**config.mk**
```make
export PLATFORM = sky130hd
export DESIGN_NAME = locked_register_bank_flat
export DESIGN_NICKNAME = d
export VERILOG_FILES = /design/src/rtl/locked_register_bank_if.sv /design/src/rtl/locked_register_bank.sv /design/src/flat_wrapper.sv
export SDC_FILE = /design/constraint.sdc
export NUM_CORES = 1
export LEC_CHECK = 0
export ABC_AREA = 1
export CAP_MARGIN = 20
export CORE_MARGIN = 1
export CORE_UTILIZATION = 40
export DETAILED_ROUTE_END_ITERATION = 10
export PLACE_DENSITY_LB_ADDON = 0.3
export SETUP_SLACK_MARGIN = 0.2
export SLEW_MARGIN = 20
export SYNTH_ARGS = -nofsm -noshare
export SYNTH_HDL_FRONTEND = slang
export SYNTH_SLANG_ARGS = --single-unit
```
**constraint.sdc**
```tcl
create_clock -name Clk -period 2.12 [get_ports Clk]
set_clock_uncertainty 0.2 [all_clocks]
set_input_delay 0.424 -clock Clk [delete_from_list [all_inputs] [get_ports Clk]]
set_output_delay 0.424 -clock Clk [all_outputs]
set_load 0.02 [all_outputs]
```
**src/rtl/locked_register_bank_if.sv**
```systemverilog
// Config-bus bundle for locked_register_bank: write/lock/debug requests in,
// read data, write response, lock state and violation count out.
interface locked_register_bank_if #(
   parameter int DATA_W   = 16,
   parameter int ADDR_W   = 3,
   parameter int NUM_REGS = 8,
   parameter int VIOL_W   = 8
);
   logic                wr_en;
   logic [ADDR_W-1:0]   wr_addr;
   logic [DATA_W-1:0]   wr_data;
   logic                lock_en;
   logic [ADDR_W-1:0]   lock_addr;
   logic                lock_all;
   logic                trusted;
   logic                debug_mode;
   logic                dbg_unlock_req;
   logic                dbg_close;
   logic [ADDR_W-1:0]   rd_addr;
   logic [DATA_W-1:0]   rd_data;
   logic                wr_ack;
   logic                wr_err;
   logic [NUM_REGS-1:0] lock_status;
   logic                dbg_open;
   logic [VIOL_W-1:0]   viol_cnt;

   modport master (
      output wr_en, wr_addr, wr_data, lock_en, lock_addr, lock_all,
             trusted, debug_mode, dbg_unlock_req, dbg_close, rd_addr,
      input  rd_data, wr_ack, wr_err, lock_status, dbg_open, viol_cnt
   );

   modport slave (
      input  wr_en, wr_addr, wr_data, lock_en, lock_addr, lock_all,
             trusted, debug_mode, dbg_unlock_req, dbg_close, rd_addr,
      output rd_data, wr_ack, wr_err, lock_status, dbg_open, viol_cnt
   );
endinterface

```
**src/rtl/locked_register_bank.sv**
```systemverilog
// Bank of sticky-lockable config registers; trusted debug agents may override
// locks only while a countdown-limited debug window is open.
module locked_register_bank #(
   parameter int DATA_W      = 16,
   parameter int NUM_REGS    = 8,
   parameter int ADDR_W      = 3,
   parameter int DBG_WINDOW  = 64,
   parameter int LOCKOUT_CYC = 256,
   parameter int VIOL_W      = 8
) (
   input logic                   Clk,
   input logic                   resetn,
   locked_register_bank_if.slave bus
);

   localparam int WIN_W = ($clog2(DBG_WINDOW) > 0) ? $clog2(DBG_WINDOW) : 1;
   localparam int LO_W  = ($clog2(LOCKOUT_CYC) > 0) ? $clog2(LOCKOUT_CYC) : 1;
   localparam logic [WIN_W-1:0]  WIN_LOAD = WIN_W'(DBG_WINDOW - 1);
   localparam logic [LO_W-1:0]   LO_LOAD  = LO_W'(LOCKOUT_CYC - 1);
   localparam logic [ADDR_W:0]   NREG     = (ADDR_W + 1)'(NUM_REGS);

   typedef enum logic [1:0] {S_IDLE, S_OPEN, S_LOCKOUT} dbg_state_t;

   function automatic logic [VIOL_W-1:0] sat_inc(input logic [VIOL_W-1:0] v);
      return (&v) ? v : v + VIOL_W'(1);
   endfunction

   dbg_state_t          state, state_nxt;
   logic [WIN_W-1:0]    win_cnt, win_nxt;
   logic [LO_W-1:0]     lo_cnt, lo_nxt;
   logic [DATA_W-1:0]   regs [NUM_REGS];
   logic [NUM_REGS-1:0] lock_bits, lock_set;
   logic [DATA_W-1:0]   rd_data_p1;
   logic                ack_p1, err_p1;
   logic [VIOL_W-1:0]   viol_q;
   logic                trust_ok, wr_in_range, rd_in_range, lock_in_range;
   logic                wr_accept, wr_reject;

   assign trust_ok      = bus.trusted & bus.debug_mode;
   assign wr_in_range   = {1'b0, bus.wr_addr} < NREG;
   assign rd_in_range   = {1'b0, bus.rd_addr} < NREG;
   assign lock_in_range = {1'b0, bus.lock_addr} < NREG;

   // Decision uses pre-edge lock and state, so a same-cycle lock never blocks its write.
   assign wr_accept = bus.wr_en & wr_in_range &
                      (~lock_bits[bus.wr_addr] | ((state == S_OPEN) & trust_ok));
   assign wr_reject = bus.wr_en & ~wr_accept;

   always_ff @(posedge Clk or negedge resetn) begin
      if (!resetn) begin
         state   <= S_IDLE;
         win_cnt <= '0;
         lo_cnt  <= '0;
      end else begin
         state   <= state_nxt;
         win_cnt <= win_nxt;
         lo_cnt  <= lo_nxt;
      end
   end

   always_comb begin
      state_nxt = state;
      win_nxt   = win_cnt;
      lo_nxt    = lo_cnt;
      case (state)
         S_IDLE: begin
            if (bus.dbg_unlock_req) begin
               if (trust_ok) begin
                  state_nxt = S_OPEN;
                  win_nxt   = WIN_LOAD;
               end else begin
                  state_nxt = S_LOCKOUT;
                  lo_nxt    = LO_LOAD;
               end
            end
         end
         S_OPEN: begin
            // Further unlock requests are deliberately ignored: the window never extends.
            if (win_cnt == '0 || bus.dbg_close || !trust_ok) begin
               state_nxt = S_IDLE;
               win_nxt   = '0;
            end else begin
               win_nxt = win_cnt - WIN_W'(1);
            end
         end
         S_LOCKOUT: begin
            if (lo_cnt == '0) state_nxt = S_IDLE;
            else              lo_nxt    = lo_cnt - LO_W'(1);
         end
         default: state_nxt = S_IDLE;
      endcase
   end

   always_comb begin
      lock_set = '0;
      if (bus.lock_all) lock_set = '1;
      if (bus.lock_en && lock_in_range) lock_set[bus.lock_addr] = 1'b1;
   end

   always_ff @(posedge Clk or negedge resetn) begin
      if (!resetn) begin
         for (int i = 0; i < NUM_REGS; i++) regs[i] <= '0;
         lock_bits <= '0;
      end else begin
         if (wr_accept) regs[bus.wr_addr] <= bus.wr_data;
         lock_bits <= lock_bits | lock_set;
      end
   end

   // Stage p1: registered read data, write response and violation count
   always_ff @(posedge Clk or negedge resetn) begin
      if (!resetn) begin
         rd_data_p1 <= '0;
         ack_p1     <= 1'b0;
         err_p1     <= 1'b0;
         viol_q     <= '0;
      end else begin
         rd_data_p1 <= rd_in_range ? regs[bus.rd_addr] : '0;
         ack_p1     <= wr_accept;
         err_p1     <= wr_reject;
         if (wr_reject && wr_in_range) viol_q <= sat_inc(viol_q);
      end
   end

   assign bus.rd_data     = rd_data_p1;
   assign bus.wr_ack      = ack_p1;
   assign bus.wr_err      = err_p1;
   assign bus.lock_status = lock_bits;
   assign bus.dbg_open    = (state == S_OPEN);
   assign bus.viol_cnt    = viol_q;

endmodule

```
**src/flat_wrapper.sv**
```systemverilog
// flat-port wrapper written by rule: the top's interface ports become plain ports
module locked_register_bank_flat 
#(
   parameter int DATA_W      = 16,
   parameter int NUM_REGS    = 8,
   parameter int ADDR_W      = 3,
   parameter int DBG_WINDOW  = 64,
   parameter int LOCKOUT_CYC = 256,
   parameter int VIOL_W      = 8
)
  (Clk, resetn, bus_wr_en, bus_wr_addr, bus_wr_data, bus_lock_en, bus_lock_addr, bus_lock_all, bus_trusted, bus_debug_mode, bus_dbg_unlock_req, bus_dbg_close, bus_rd_addr, bus_rd_data, bus_wr_ack, bus_wr_err, bus_lock_status, bus_dbg_open, bus_viol_cnt);
  locked_register_bank_if #(.DATA_W(DATA_W), .ADDR_W(ADDR_W), .NUM_REGS(NUM_REGS), .VIOL_W(VIOL_W)) bus_i ();
  input logic Clk;
  input logic resetn;
  input wire logic [$bits(bus_i.wr_en)-1:0] bus_wr_en;
  input wire logic [$bits(bus_i.wr_addr)-1:0] bus_wr_addr;
  input wire logic [$bits(bus_i.wr_data)-1:0] bus_wr_data;
  input wire logic [$bits(bus_i.lock_en)-1:0] bus_lock_en;
  input wire logic [$bits(bus_i.lock_addr)-1:0] bus_lock_addr;
  input wire logic [$bits(bus_i.lock_all)-1:0] bus_lock_all;
  input wire logic [$bits(bus_i.trusted)-1:0] bus_trusted;
  input wire logic [$bits(bus_i.debug_mode)-1:0] bus_debug_mode;
  input wire logic [$bits(bus_i.dbg_unlock_req)-1:0] bus_dbg_unlock_req;
  input wire logic [$bits(bus_i.dbg_close)-1:0] bus_dbg_close;
  input wire logic [$bits(bus_i.rd_addr)-1:0] bus_rd_addr;
  output wire logic [$bits(bus_i.rd_data)-1:0] bus_rd_data;
  output wire logic [$bits(bus_i.wr_ack)-1:0] bus_wr_ack;
  output wire logic [$bits(bus_i.wr_err)-1:0] bus_wr_err;
  output wire logic [$bits(bus_i.lock_status)-1:0] bus_lock_status;
  output wire logic [$bits(bus_i.dbg_open)-1:0] bus_dbg_open;
  output wire logic [$bits(bus_i.viol_cnt)-1:0] bus_viol_cnt;
  assign bus_i.wr_en = bus_wr_en;
  assign bus_i.wr_addr = bus_wr_addr;
  assign bus_i.wr_data = bus_wr_data;
  assign bus_i.lock_en = bus_lock_en;
  assign bus_i.lock_addr = bus_lock_addr;
  assign bus_i.lock_all = bus_lock_all;
  assign bus_i.trusted = bus_trusted;
  assign bus_i.debug_mode = bus_debug_mode;
  assign bus_i.dbg_unlock_req = bus_dbg_unlock_req;
  assign bus_i.dbg_close = bus_dbg_close;
  assign bus_i.rd_addr = bus_rd_addr;
  assign bus_rd_data = bus_i.rd_data;
  assign bus_wr_ack = bus_i.wr_ack;
  assign bus_wr_err = bus_i.wr_err;
  assign bus_lock_status = bus_i.lock_status;
  assign bus_dbg_open = bus_i.dbg_open;
  assign bus_viol_cnt = bus_i.viol_cnt;
  locked_register_bank #(.DATA_W(DATA_W), .NUM_REGS(NUM_REGS), .ADDR_W(ADDR_W), .DBG_WINDOW(DBG_WINDOW), .LOCKOUT_CYC(LOCKOUT_CYC), .VIOL_W(VIOL_W)) u_core (.Clk(Clk), .resetn(resetn), .bus(bus_i));
endmodule
```
Word-level counts from Yosys, hierarchy flattened
Index checks and enable logic that the tools add are counted.
{"block": "totals", "ff_bits": 178, "inputBits": 34, "output_inout_bits": 35, "elab_cells": 85}
{"block": "op_classes", "addsub": 3, "order_cmp": 6, "eq_ne": 8, "n_mux": 25, "n_bitwise": 12, "n_reduce_logical": 15}
{"operator": "$bwmux 128", "n": 1}
{"operator": "$bmux 16 s3", "n": 1}
{"operator": "$demux 16 s3", "n": 1}
{"operator": "$mux 16", "n": 3}
{"operator": "$mux 8", "n": 5}
{"operator": "$mux 6", "n": 3}
{"operator": "$or 8x8->8", "n": 2}
{"operator": "$pmux 8 s2", "n": 1}
{"operator": "$pmux 6 s2", "n": 1}
{"operator": "$add 8x1->8 const B", "n": 1}
{"operator": "$ge 4x4->1 const B", "n": 2}
{"operator": "$logic_not 8->1", "n": 1}
{"operator": "$lt 3x4->1 const B", "n": 2}
{"operator": "$mux 2", "n": 4}
{"operator": "$not 3->4", "n": 2}
{"operator": "$reduce_and 8->1", "n": 1}
{"operator": "$sub 8x1->8 const B", "n": 1}
{"operator": "$logic_not 6->1", "n": 1}
{"operator": "$ne 2x1->1 const B", "n": 3}
{"operator": "$ne 2x2->1 const B", "n": 3}
{"operator": "$pmux 2 s3", "n": 1}
{"operator": "$reduce_and 3->1", "n": 2}
{"operator": "$sub 6x1->6 const B", "n": 1}
{"operator": "$and 1x1->1", "n": 4}
{"operator": "16 further kinds", "n": 22}

Logic depth before layout (Yosys ltp)
{"block": "logic_depth", "depth_word": 8, "depth_mapped": 11, "mapped_depth_nobuf": 9}

Worst setup path before layout
No wires, ideal clock.
{"block": "synth_path", "path_type": "in2reg", "startpoint": "input port bus_wr_addr[0]", "endpoint": "register u_core.regs[126] (netlist name)", "setup_ns": 0.117, "arrival_ns": 1.592, "t_required_ns": 1.803, "path_slack_ns": 0.210, "stages": 11, "path_buffers": 3, "path_cell_list": "buf_2 -> clkinv_2 -> nand2_1 -> nand3_1 -> nand2_1 -> o21ai_2 -> buf_6 -> nand3_2 -> buf_2 -> nand2_1 -> nand2_1"}
{"block": "synth_via", "elab_chain_cells": 6, "word_cells_on_any_way": 12, "classes_between": "order compare: 2; mux: 5; bitwise: 4; reduce/logical: 1"}
{"element": "from (decl)", "line": "flat_wrapper.sv:16", "source": "input wire logic [$bits(bus_i.wr_addr)-1:0] bus_wr_addr;"}
{"element": "$not 3->4 (implied by the code)", "line": "locked_register_bank.sv:105", "source": "if (wr_accept) regs[bus.wr_addr] <= bus.wr_data;"}
{"element": "$ge 4x4->1 (implied by the code) or $lt 4x1->1 (tied branches)", "line": "locked_register_bank.sv:105"}
{"element": "$logic_and 1x1->1 (implied by the code)", "line": "locked_register_bank.sv:105"}
{"element": "$mux 16 (implied by the code)", "line": "locked_register_bank.sv:105"}
{"element": "$demux 16 s3", "line": "locked_register_bank.sv:105"}
{"element": "$bwmux 128", "line": "locked_register_bank.sv:105"}
{"element": "to (signal, indexed assignment)", "line": "locked_register_bank.sv:105"}
{"element": "to (decl)", "line": "locked_register_bank.sv:31", "source": "logic [DATA_W-1:0] regs [NUM_REGS];"}
Parallel ways exist; a longest one is shown, timed or not. The select of a mux whose other input is x is not followed.
A chain may end at the register's enable or synchronous reset.

Worst setup path in the final report
{"block": "layout_path", "startpoint": "register u_core.state[1]", "endpoint": "register u_core.regs[12] (netlist name)"}
{"block": "layout_via", "elab_chain_cells": 4}
{"element": "from (decl)", "line": "locked_register_bank.sv:28", "source": "dbg_state_t state, state_nxt;"}
{"element": "from (signal assigned)", "line": "locked_register_bank.sv:55", "source": "state <= state_nxt;"}
{"element": "$eq 2x1->1", "line": "locked_register_bank.sv:46", "source": "(~lock_bits[bus.wr_addr] | ((state == S_OPEN) & trust_ok));"}
{"element": "$and 1x1->1", "line": "locked_register_bank.sv:46"}
{"element": "$or 1x1->1", "line": "locked_register_bank.sv:46"}
{"element": "$and 1x1->1", "line": "locked_register_bank.sv:45", "source": "assign wr_accept = bus.wr_en & wr_in_range &"}
Every way passes these cells.

==> impl_metrics.ini <==
[pwr]
p_leak_nw = 5.66
total_power_mw = 10.8
ir_worst_vdd_uv = 464
powerDensity_mw_per_mm2 = 958

[logic_synthesis]
synthXorXnorAreaFrac_pct = 0.889
yosys.area.top_type = dfrtp_1
synth_top_area_share_pct = 50.3
synth_edf_count = 0
synth_warnings = 0
synth_nets = 1143
synth_top_family_by_area = simple AND/OR/NAND/NOR gates
synth-compound-area-share_pct = 6.58
synth_cell_types = 31
synth_area_leaders = dfrtp_1 (50%), nand2_1 (16%), nand4_1 (10%)
ys_async_sr_fraction_pct = 100
avgSynthCellArea_um2 = 8.03
synth-seq-cells = 178
yosys.area_share.simple_pct = 33.9
yosys-top-cells-count = nand2_1 (376), dfrtp_1 (178), nand4_1 (141)
synthAdderAreaFrac_pct = 0.706
synthMuxAreaShare_pct = 0
synth_cells = 1104
ys_seq_area_share_pct = 50.3
synth_area_mm2 = 0.00886
synth_most_common_cell = nand2_1
synthFlopType = dfrtp_1

[worst_setup_path]
crit_path_end_kind = flop
start_kind = flop
slowest_delay_ps = 410
critical_path_arrival_ps = 2110
path_buf_inv = 6
critPathKind = reg2reg
crit_chain = buf_6 -> nor2_4 -> buf_6 -> nand2_4 -> o21ai_4 -> buf_6 -> buf_6 -> buf_12 -> nand3_4 -> clkbuf_16 -> nand2_2 -> nand2_1
cp_common_cell = buf_6
crit_family = buffers and inverters
cp_max_fo = 7
crit_slowest_cell = dfrtp_1
cp.required_ps = 2250

[route]
routed_wl_mm = 26.0
ant_nets = 0
vias_per_cell = 5.48
drtPass1Iterations = 5
vias = 8196
post-route-drc-count = 0
wl_per_cell_um = 17.4
drt-initial-drc-count = 716

[placed_design]
gp_congestion = 0.818
io_buffers = 68
dpl.hpwl_mm = 16.5

[status]
status = finished, final reports clean

[global_routing]
grt_pass1_wl_mm = 41.4
first_global_vias = 7696
grt_overflow = 0
grt_max_degree = 61
grt_usage_pct = 23.7
antenna_found_initial = 0

[timing]
timing.final.crit_share_pct = 93.5
timing.hold.ws_ps = 261
slew_violations = 0
fin_crit_ps = 1980
hold_violations = 0
rsz0062_at_grt = true
fmax_mhz = 505
tightestPinTransition_ps = 791
setup_viol = 0
slew_headroom_pct = 47.2
tns_ps = 0

[layout]
final_util_pct = 51.7
drive_above_1_share_pct = 16.8
fillCellCount = 2087
area_growth_pct = 27.0
fin_nets = 1242
antenna_cells = 0

[clock_tree]
insertion_delay_ps = 450
htreeDepth = 4
cts_root_buffer = clkbuf_16
cts.path.max_buffers = 2
cts_tree = yes
clock_sinks = 178
path_clk_slew_ps = 80
cts_buffers = 17

[die]
row_count = 54
ioPinCount = 69
die_w_um = 151
start_util_pct = 40.7
dieArea_mm2 = 0.0228
coreArea_mm2 = 0.0218
die_height_um = 151

[min_path]
hp-class = in2async

[flow_run]
maxCapViolCount = 0
worst reg2reg max path, delay by kind of cell, from the launching register on:
family	cells	cell delay, ps
AO/OA/AOI/OAI	1	70
flip-flops	1	410
buffers and inverters	6	800
AND/OR/NAND/NOR	5	390
state kept, by name, indices dropped and copies added, names as in the netlist:
signal	count
u_core.bus.rd_data	16
u_core.bus.lock_status	8
u_core.win_cnt	6
u_core.lo_cnt	8
u_core.bus.wr_ack	1
u_core.regs	128
u_core.bus.viol_cnt	8
u_core.state	2
u_core.bus.wr_err	1
what timing repair did:
item                       4_1_cts  5_1_grt
setup endpoints to repair      170      130
gates cloned                     2        2
buffers inserted                 8        5
pin swaps                        2        4
hold buffers                     1        0
hold endpoints to repair        31        0
resized for setup               60       64
stage by stage:
stage | setup WS [ps] | instance area [µm²] | std cells
6_report | 138 | 11300 | 1496
5_1_grt | 64.3 | 11300 | 1496
4_1_cts | 127 | 11000 | 1489
3_5_place_dp | -311 | 10300 | 1446
3_3_place_gp | -249 | 10300 | 1446
2_1_floorplan | 210 | 8860 | 1104
path summary, 6_finish.rpt:
check,end,depth (start not counted),start,slack (ps)
min in group Clk,u_core.bus.viol_cnt[0],3,bus_wr_en,270
min,u_core.regs[123],2,resetn,260
max,u_core.regs[12],12,u_core.state[1],140
min reg2reg,u_core.regs[30],2,u_core.regs[30],270
max reg2reg,u_core.regs[12],12,u_core.state[1],140
max in group asynchronous,u_core.regs[48],3,resetn,820
report_power, final:
part           switching [mW]  total [mW]  internal [mW]
clock network            1.58        3.17           1.59
logic                    1.62        2.77           1.15
registers               0.580        4.84           4.26
area by class of cell:
cell class	instances	area, µm²	area share, %
Sequential cell	178	4460	39.6
Multi-Input combinational cell	783	3940	35.0
Timing Repair Buffer	168	1730	15.3
Clock buffer	17	425	3.78
Tap cell	280	350	3.11
Inverter	55	208	1.85
Clock inverter	15	154	1.37
cell families after synthesis:
kind of cell,count (synthesis)
DFF,178
xor gates and xnor gates,9
buffers and inverters,143
AOI/OAI and AO/OA,89
adders and majority gates,5
and+or+nand+nor,680
cells in the final DEF, fill, tap and decap left out, types with 2 or more instances in the layout:
cell and n:
clkdlybuf4s50_1 26, inv_6 4, clkinv_2 2, dfrtp_1 177, nand2_1 329, nand2_2 41
nand3_1 21, nor2_4 2, o21ai_1 2, nand3_4 4, inv_8 8, dlygate4sd2_1 37
xor2_1 8, inv_1 49, buf_4 67, clkbuf_16 19, nor3_1 3, buf_16 2
inv_2 5, ha_1 5, nand2_4 6, nand3b_1 3, nor2_1 125, o32ai_1 32
o21a_1 2, nand4_1 141, nand3_2 4, buf_2 3, o21ai_0 46, buf_12 19
buf_6 10
metal layers:
layer | track usage [%] | vias to the layer above | part of all wire, %
li1 | - | 3888 | -
met1 | 33.2 | 3983 | 45
met2 | 37.2 | 291 | 47
met3 | 4.19 | 34 | 6.5
met4 | 7.60 | 0 | 2.1
met5 | 0 | - | 0
(Power assumes the default switching activity.)
